[src/rtl/tt_scanner_if.sv]
// Stimulus/response and result bundle between the truth-table scanner and the
// logic under test; the master side drives the request and observes results.
interface tt_scanner_if;
    logic        start;
    logic [15:0] expect_mask;
    logic        y;
    logic        a;
    logic        b;
    logic        c;
    logic        d;
    logic        busy;
    logic        done;
    logic [15:0] table_out;
    logic [4:0]  err_count;
    logic        pass;

    modport master (
        output start, expect_mask, y,
        input  a, b, c, d, busy, done, table_out, err_count, pass
    );

    modport slave (
        input  start, expect_mask, y,
        output a, b, c, d, busy, done, table_out, err_count, pass
    );
endinterface

[src/rtl/tt_scanner.sv]
// Exhaustive truth-table scanner: walks all 16 input vectors of a 4-input
// combinational stage, captures y for each and compares it against a latched mask.
module tt_scanner #(
    parameter int SETTLE = 1  // cycles each vector is held before sampling, 1..15
) (
    input  logic         clk,
    input  logic         rst,
    tt_scanner_if.slave  bus
);

    typedef enum logic [1:0] {
        IDLE,
        DRIVE,
        SAMPLE,
        DONE
    } state_t;

    localparam logic [3:0] SETTLE_LAST = 4'(SETTLE - 1);

    state_t      state_q, state_n;
    logic [3:0]  idx_q, idx_n;
    logic [3:0]  cnt_q, cnt_n;
    logic [15:0] mask_q, mask_n;
    logic [15:0] table_q, table_n;
    logic [4:0]  err_q, err_n;
    logic        pass_q, pass_n;

    logic [3:0]  abcd_q, abcd_n;
    logic        busy_q, busy_n;
    logic        done_q, done_n;

    // NOTE: every signal gets its hold value first so no path through the case
    // leaves one unassigned, which would otherwise infer a latch.
    always_comb begin
        state_n = state_q;
        idx_n   = idx_q;
        cnt_n   = cnt_q;
        mask_n  = mask_q;
        table_n = table_q;
        err_n   = err_q;
        pass_n  = pass_q;

        unique case (state_q)
            IDLE: begin
                if (bus.start) begin
                    state_n = DRIVE;
                    idx_n   = 4'd0;
                    cnt_n   = 4'd0;
                    mask_n  = bus.expect_mask;
                    table_n = 16'h0000;
                    err_n   = 5'd0;
                    pass_n  = 1'b0;
                end
            end
            DRIVE: begin
                if (cnt_q == SETTLE_LAST) begin
                    state_n = SAMPLE;
                    cnt_n   = 4'd0;
                end else begin
                    cnt_n = cnt_q + 4'd1;
                end
            end
            SAMPLE: begin
                table_n[idx_q] = bus.y;
                if (bus.y != mask_q[idx_q]) begin
                    err_n = err_q + 5'd1;
                end
                if (idx_q == 4'd15) begin
                    state_n = DONE;
                end else begin
                    idx_n   = idx_q + 4'd1;
                    state_n = DRIVE;
                end
            end
            DONE: begin
                pass_n  = (err_q == 5'd0);
                state_n = IDLE;
            end
            default: state_n = IDLE;
        endcase

        // Outputs are decoded from the next state so they can be registered
        // without lagging the state they describe.
        busy_n = (state_n == DRIVE) || (state_n == SAMPLE);
        done_n = (state_n == DONE);
        abcd_n = busy_n ? idx_n : 4'd0;
    end

    // NOTE: sequential state uses non-blocking assignments so every register
    // samples its pre-edge value regardless of statement order.
    always_ff @(posedge clk) begin
        if (rst) begin
            state_q <= IDLE;
            idx_q   <= 4'd0;
            cnt_q   <= 4'd0;
            mask_q  <= 16'h0000;
            table_q <= 16'h0000;
            err_q   <= 5'd0;
            pass_q  <= 1'b0;
            abcd_q  <= 4'd0;
            busy_q  <= 1'b0;
            done_q  <= 1'b0;
        end else begin
            state_q <= state_n;
            idx_q   <= idx_n;
            cnt_q   <= cnt_n;
            mask_q  <= mask_n;
            table_q <= table_n;
            err_q   <= err_n;
            pass_q  <= pass_n;
            abcd_q  <= abcd_n;
            busy_q  <= busy_n;
            done_q  <= done_n;
        end
    end

    assign bus.a         = abcd_q[3];
    assign bus.b         = abcd_q[2];
    assign bus.c         = abcd_q[1];
    assign bus.d         = abcd_q[0];
    assign bus.busy      = busy_q;
    assign bus.done      = done_q;
    assign bus.table_out = table_q;
    assign bus.err_count = err_q;
    assign bus.pass      = pass_q;

endmodule
[src/flat_wrapper.sv]
// flat-port wrapper written by rule: the top's interface ports become plain ports
module tt_scanner_flat 
#(
    parameter int SETTLE = 1                                                      
)
  (clk, rst, bus_start, bus_expect_mask, bus_y, bus_a, bus_b, bus_c, bus_d, bus_busy, bus_done, bus_table_out, bus_err_count, bus_pass);
  tt_scanner_if bus_i ();
  input  logic clk;
  input  logic rst;
  input wire logic [$bits(bus_i.start)-1:0] bus_start;
  input wire logic [$bits(bus_i.expect_mask)-1:0] bus_expect_mask;
  input wire logic [$bits(bus_i.y)-1:0] bus_y;
  output wire logic [$bits(bus_i.a)-1:0] bus_a;
  output wire logic [$bits(bus_i.b)-1:0] bus_b;
  output wire logic [$bits(bus_i.c)-1:0] bus_c;
  output wire logic [$bits(bus_i.d)-1:0] bus_d;
  output wire logic [$bits(bus_i.busy)-1:0] bus_busy;
  output wire logic [$bits(bus_i.done)-1:0] bus_done;
  output wire logic [$bits(bus_i.table_out)-1:0] bus_table_out;
  output wire logic [$bits(bus_i.err_count)-1:0] bus_err_count;
  output wire logic [$bits(bus_i.pass)-1:0] bus_pass;
  assign bus_i.start = bus_start;
  assign bus_i.expect_mask = bus_expect_mask;
  assign bus_i.y = bus_y;
  assign bus_a = bus_i.a;
  assign bus_b = bus_i.b;
  assign bus_c = bus_i.c;
  assign bus_d = bus_i.d;
  assign bus_busy = bus_i.busy;
  assign bus_done = bus_i.done;
  assign bus_table_out = bus_i.table_out;
  assign bus_err_count = bus_i.err_count;
  assign bus_pass = bus_i.pass;
  tt_scanner #(.SETTLE(SETTLE)) u_core (.clk(clk), .rst(rst), .bus(bus_i));
endmodule
[config.mk]
export PLATFORM = sky130hd
export DESIGN_NAME = tt_scanner_flat
export DESIGN_NICKNAME = d
export VERILOG_FILES = /design/src/rtl/tt_scanner_if.sv /design/src/rtl/tt_scanner.sv /design/src/flat_wrapper.sv
export SDC_FILE = /design/constraint.sdc
export NUM_CORES = 1
export LEC_CHECK = 0
export BUFFER_PORTS_ARGS = -buffer_cell sky130_fd_sc_hd__buf_2
export CORE_UTILIZATION = 54
export CTS_BUF_LIST = sky130_fd_sc_hd__clkbuf_16
export DETAILED_ROUTE_END_ITERATION = 16
export GPL_ROUTABILITY_DRIVEN = 0
export PLACE_DENSITY = 0.78
export SETUP_SLACK_MARGIN = 0.05
export SYNTH_ARGS = -nofsm -noshare
export SYNTH_HDL_FRONTEND = slang
export SYNTH_SLANG_ARGS = --single-unit
export TNS_END_PERCENT = 100
[constraint.sdc]
create_clock -name clk -period 2.55 [get_ports clk]
set_clock_uncertainty 0.1 [all_clocks]
set_input_delay 0.3825 -clock clk [delete_from_list [all_inputs] [get_ports clk]]
set_output_delay 0.3825 -clock clk [all_outputs]
set_load 0.02 [all_outputs]
* Word level (Yosys, flattened, before mapping)
Cells that the tools add are included.
** Word-level totals
- Output and inout bits :: 28
- Bits in registers :: 54
** Operators by class
- Magnitude comparators :: 2
- Mux-type cells :: 22
- Bitwise operators :: 1
- $add $sub $neg :: 3
- Reductions and logical operators :: 14
- Equal/unequal tests :: 10
** Operators by type and width (number)
- 16-bit case mux with 2 select lines :: 1
- 16-bit bitwise mux :: 1
- 16-bit 2-to-1 mux :: 1
- 4-bit 2-to-1 mux :: 4
- 4-bit case mux with 2 select lines :: 2
- 5-bit 2-to-1 mux :: 2
- 5-bit case mux with 2 select lines :: 1
- 4-bit by 1-bit adder with 4-bit output, second input constant :: 2
- 2-bit equality test, second input constant :: 4
- 2-bit case mux with 4 select lines :: 1
- 2-bit AND reduction :: 4
- 2-bit 2-to-1 mux :: 3
- 2-bit nonzero test :: 3
- 5-bit by 1-bit adder with 5-bit output, second input constant :: 1
- 5-bit logical NOT :: 1
- 4-bit by 5-bit less-than comparator with 1-bit output, second input constant :: 1
- 1-bit binary-select mux with 4-bit select :: 1
- 1-bit demux with 4-bit select :: 1
- 2-bit by 1-bit equality test with 1-bit output, second input constant :: 2
- 4-bit equality test, second input constant :: 1
- 4-bit by 1-bit >= comparator with 1-bit output, second input constant :: 1
- 4-bit logical NOT :: 1
- 1-bit 2-to-1 mux :: 3
- 3-bit AND reduction :: 1
- 9 further kinds :: 9

* Logic depth before layout (Yosys ltp)
- Depth after elaboration :: 7
- Gate-level depth with buffers :: 7
- Mapped depth without buffers :: 7

* Worst setup path before layout
No wires, ideal clock.
- Kind :: reg2reg
- From :: reg u_core.idx_q[1]
- To :: reg u_core.err_q[2] (netlist: u_core.bus.err_count[2])
- Buffers on the path :: 1
- Arrival :: 2058 ps
- Slack :: 320 ps
- Stages on the path, launching flop included :: 7
- Data required time :: 2378 ps
- Setup time :: 72 ps
- Period minus slack after synthesis :: 2230 ps
- Cell sequence :: dfxtp_1 buf_6 mux4_1 mux4_2 xnor2_4 a21oi_1 mux2i_1
** On the way
- Cells in the longest elaborated chain, start to end :: 5
** RTL lines
- from (decl) :: line tt_scanner.sv:21 : logic [3:0] idx_q, idx_n;
- from (signal assigned) :: line tt_scanner.sv:105 : idx_q <= idx_n;
- 1-bit binary-select mux with 4-bit select :: line tt_scanner.sv:65 : if (bus.y != mask_q[idx_q]) begin
- 1-bit 2-to-1 mux (implied by the code) :: line tt_scanner.sv:65
- 1-bit != test :: line tt_scanner.sv:65
- 2-bit by 1-bit != test with 1-bit output (no source line)
- 3-bit AND reduction (no source line)
- to (signal assigned) :: line tt_scanner.sv:109 : err_q <= err_n;
- to (decl) :: line tt_scanner.sv:25 : logic [4:0] err_q, err_n;
No other way between the ends. The select of a mux whose other input is x is not followed.
A chain may end at the register's enable or synchronous reset.

* Worst setup path after layout
- From :: reg u_core.idx_q[1]
- To :: reg u_core.err_q[0] (netlist: u_core.bus.err_count[0])
The elaborated chain is that of the path after synthesis.

==> Flow_metrics.wiki <==
{| class="wikitable"
! Metric !! Value
|-
| Synth-to-Final Area Change || 15.7%
|-
| Max-Cap Viols || 0
|-
| Switching fraction of total power || 0.239
|-
| Fraction of met1 tracks used by global routing || 0.325
|-
| Library cells used by synthesis || 40
|-
| Total number of vias || 2200
|-
| Status || finished clean
|-
| Area of combinational cells with multiple inputs || 1280 µm²
|-
| Global routing met3 resource utilization || 0.0509
|-
| Total of hold buffers inserted after clock tree synthesis || 0
|-
| Placed wire-length estimate || 3830 µm
|-
| Clock root buffer || clkbuf_16
|-
| Fill cells || 380
|-
| Remaining global-route overflow || 0
|-
| Arr. time, crit path || 2.49 ns
|-
| Clock network fraction of design power || 0.381
|-
| Achievable clock frequency || 417 MHz
|-
| Number of endpoints failing setup at the final stage || 0
|-
| Cell family contributing the most delay on the critical path || multiplexers
|-
| Mapped Area || 2470 µm²
|-
| Vias per cell || 5.88
|-
| Sequential fraction of the synthesis area || 0.437
|-
| Number of nets in the synthesized netlist || 311
|-
| Chain of cells forming the critical path || mux4_1 > mux4_2 > xor2_1 > a21oi_1 > a311oi_1
|-
| Number of sinks driven by the clock tree || 54
|-
| Number of warning messages in the yosys log || 0
|-
| Clock transition at the registers of the reported paths || 0.07 ns
|-
| Io pins || 48
|-
| Clk_lat worst skew || 0.28 ns
|-
| Internal portion of total power || 1.28 mW
|-
| Highest fanout seen on the critical path || 10
|-
| Logic pwr share || 0.094
|-
| Buffers & Inverters on Critical Path || 0
|-
| Prevailing post-synth register cell || dfxtp_1
|-
| Share of the core filled with cells in the final layout || 0.653
|-
| Worst Path Required || 2.64 ns
|-
| Pin count of the biggest net entering global routing || 35
|-
| Number of flops mapped to enable cells by yosys || 0
|-
| # resized after CTS || 1
|-
| Setup CP Type || reg2reg
|-
| Number of global-route vias before repair || 2025
|-
| Kind of end point of the critical path || register
|-
| Number of antenna violations at the first check in global routing || 0
|-
| Number of levels in the clock H-tree || 2
|-
| Power density over the cells || 589 nW/µm²
|-
| Count of mapped cells out of synthesis || 282
|-
| Die width || 69.7 µm
|-
| Total die area || 4850 µm²
|-
| Slew @ Worst Pin || 0.630 ns
|-
| Remaining design rule violation count || 0
|-
| Number of input and output port buffers inserted || 47
|-
| Worst min path class || in2reg
|-
| DR WL/cell || 14.7 µm
|-
| TritonCTS clock tree || yes
|-
| Setup TNS after final layout || 0 ns
|-
| Initial Util || 0.564
|-
| Final critical-path required period || 2.40 ns
|-
| Vertical die dimension || 69.7 µm
|-
| Seq. cell area || 1080 µm²
|-
| Final worst path period share || 0.941
|-
| Largest stage delay on the critical path || 0.59 ns
|-
| Number of setup buffers added after CTS || 0
|-
| Synthesized area divided by synthesized cell count || 8.77 µm²
|-
| Maximum buffer depth of the clock tree || 2
|-
| Layer carrying the most global-route usage || met2
|-
| Number of buffers created by CTS || 5
|-
| Count of nets after finishing || 350
|-
| Fraction of final layout cells sized beyond drive strength 1 || 0.202
|-
| Async SR Flop Fraction || 0
|-
| Fraction of power consumed by sequential logic || 0.526
|-
| Setup repair after global routing missed its margin || no
|-
| Global-route wire length before repair || 9360 µm
|-
| Startpoint class of the critical path || register
|-
| Final hold slack || 0.229 ns
|-
| Worst vdd ir || 0.000375 V
|-
| Leak Pwr || 1.16 nW
|-
| Number of detailed-route iterations in the first pass || 4
|-
| Power dissipated by switching net loads || 402 µW
|-
| Antenna diode count || 0
|-
| GR Util met2 || 0.383
|-
| Number of cell rows || 24
|-
| Total count of hold-check failures in the final report || 0
|-
| GRT Util Overall || 0.240
|-
| Total detailed-routing wirelength || 5500 µm
|-
| Final ANT Viol Nets || 0
|-
| Relative slew margins || 0.580
|-
| Master of the slowest instance on the critical path || mux4_1
|-
| DR iter-0 viols || 176
|-
| CORE AREA || 4380 µm²
|-
| Total count of max-transition violations in the final report || 0
|-
| Flop and latch count out of synthesis || 54
|}
==> per-stage QoR <==
step	power (mW)	std cells	instance area [µm²]	setup WS (ns)
2_1_floorplan	1.01	282	2470	0.320
3_3_place_gp	1.05	366	2720	0.167
3_5_place_dp	1.06	366	2720	0.0451
4_1_cts	1.70	374	2860	0.166
5_1_grt	1.75	374	2860	0.0716
6_report	1.69	374	2860	0.151
==> power by group through the flow <==
stage	sequential (mW)	combinational (mW)	clock [mW]
5_1_grt	0.888	0.176	0.686
3_3_place_gp	0.903	0.151	0
4_1_cts	0.885	0.157	0.654
6_report	0.886	0.158	0.642
3_5_place_dp	0.903	0.156	0
2_1_floorplan	0.900	0.112	0
==> layout make-up <==
class	instances	area share
Clock buffer	5	0.0437
Clock inverter	3	0.00437
Inverter	7	0.00918
Multi-Input combinational cell	201	0.446
Sequential cell	54	0.378
Tap cell	52	0.0227
Timing Repair Buffer	52	0.0953
==> layer usage <==
| layer | wire length, µm | part of all wire | vias up |
|---|---|---|---|
| met4 | 106 | 0.019 | 0 |
| li1 | - | - | 1100 |
| met2 | 2590 | 0.47 | 69 |
| met3 | 275 | 0.050 | 10 |
| met1 | 2520 | 0.46 | 1021 |
| met5 | 0 | 0 | - |
==> state kept, by name, indices dropped and copies added (netlist names) <==
name / cells
u_core.cnt_q: 4
u_core.state_q: 2
u_core.bus.err_count: 5
u_core.abcd_q: 4
u_core.mask_q: 16
u_core.bus.pass: 1
u_core.bus.busy: 1
u_core.idx_q: 4
u_core.bus.table_out: 16
u_core.bus.done: 1
==> tightest hold or removal path, delay by kind of cell <==
kind / cells / cell delay, ns
compound gates: 1 / 0.05
buf+inv: 1 / 0.09
simple gates: 1 / 0.04
==> cells in the mapped netlist (2+ instances only) <==
cell,count,area (µm²)
clkbuf_1,15,56.3
and2_1,8,50.1
mux2i_1,3,30.0
nand2b_1,3,18.8
dfxtp_1,54,1080
a311oi_1,2,17.5
nor2b_1,7,43.8
nand4_1,15,93.8
nor2_1,10,37.5
nand3_1,12,60.1
inv_1,7,26.3
buf_1,2,7.51
nand2_1,49,184
a41oi_1,2,17.5
mux4_2,2,45.0
a21oi_1,42,210
ha_1,9,113
or3_1,3,18.8
mux4_1,3,78.8
o311ai_0,4,35.0
o211ai_1,11,82.6
==> path summary, 6_finish.rpt <==
path / start / end / slack [ns] / cells past startpoint
worst max-delay path: u_core.idx_q[1] / u_core.bus.err_count[0] / 0.15 / 5
worst min-delay path: bus_expect_mask[11] / u_core.mask_q[11] / 0.23 / 3
worst max register to register: u_core.idx_q[1] / u_core.bus.err_count[0] / 0.15 / 5
worst min register to register: u_core.mask_q[7] / u_core.mask_q[7] / 0.35 / 2
==> kinds of logic (layout without fill, tap and decap cells) <==
group | after synthesis | in the layout | share of synthesized area
and+or+nand+nor | 112 | 112 | 0.220
AOI/OAI and AO/OA | 70 | 70 | 0.175
DFF | 54 | 54 | 0.437
buffers and inverters | 27 | 67 | 0.0461
adders and majority gates | 9 | 9 | 0.0455
muxes | 8 | 8 | 0.0622
xor gates and xnor gates | 2 | 2 | 0.0147
==> cell usage in the layout (no fill, tap or decap), types with 2 or more instances in the layout <==
master     count
inv_1          8
mux4_2         2
clkbuf_16      5
o211ai_1      11
nor2b_1        7
a21oi_1       42
dfxtp_1       53
buf_4          5
nand2_1       49
nand2b_1       3
mux4_1         3
mux2i_1        3
nor2_1        10
o311ai_0       4
nand4_1       15
and2_1         8
nand3_1       12
or3_1          3
a41oi_1        2
ha_1           9
buf_2         47
a311oi_1       2
(Power assumes the default switching activity.)
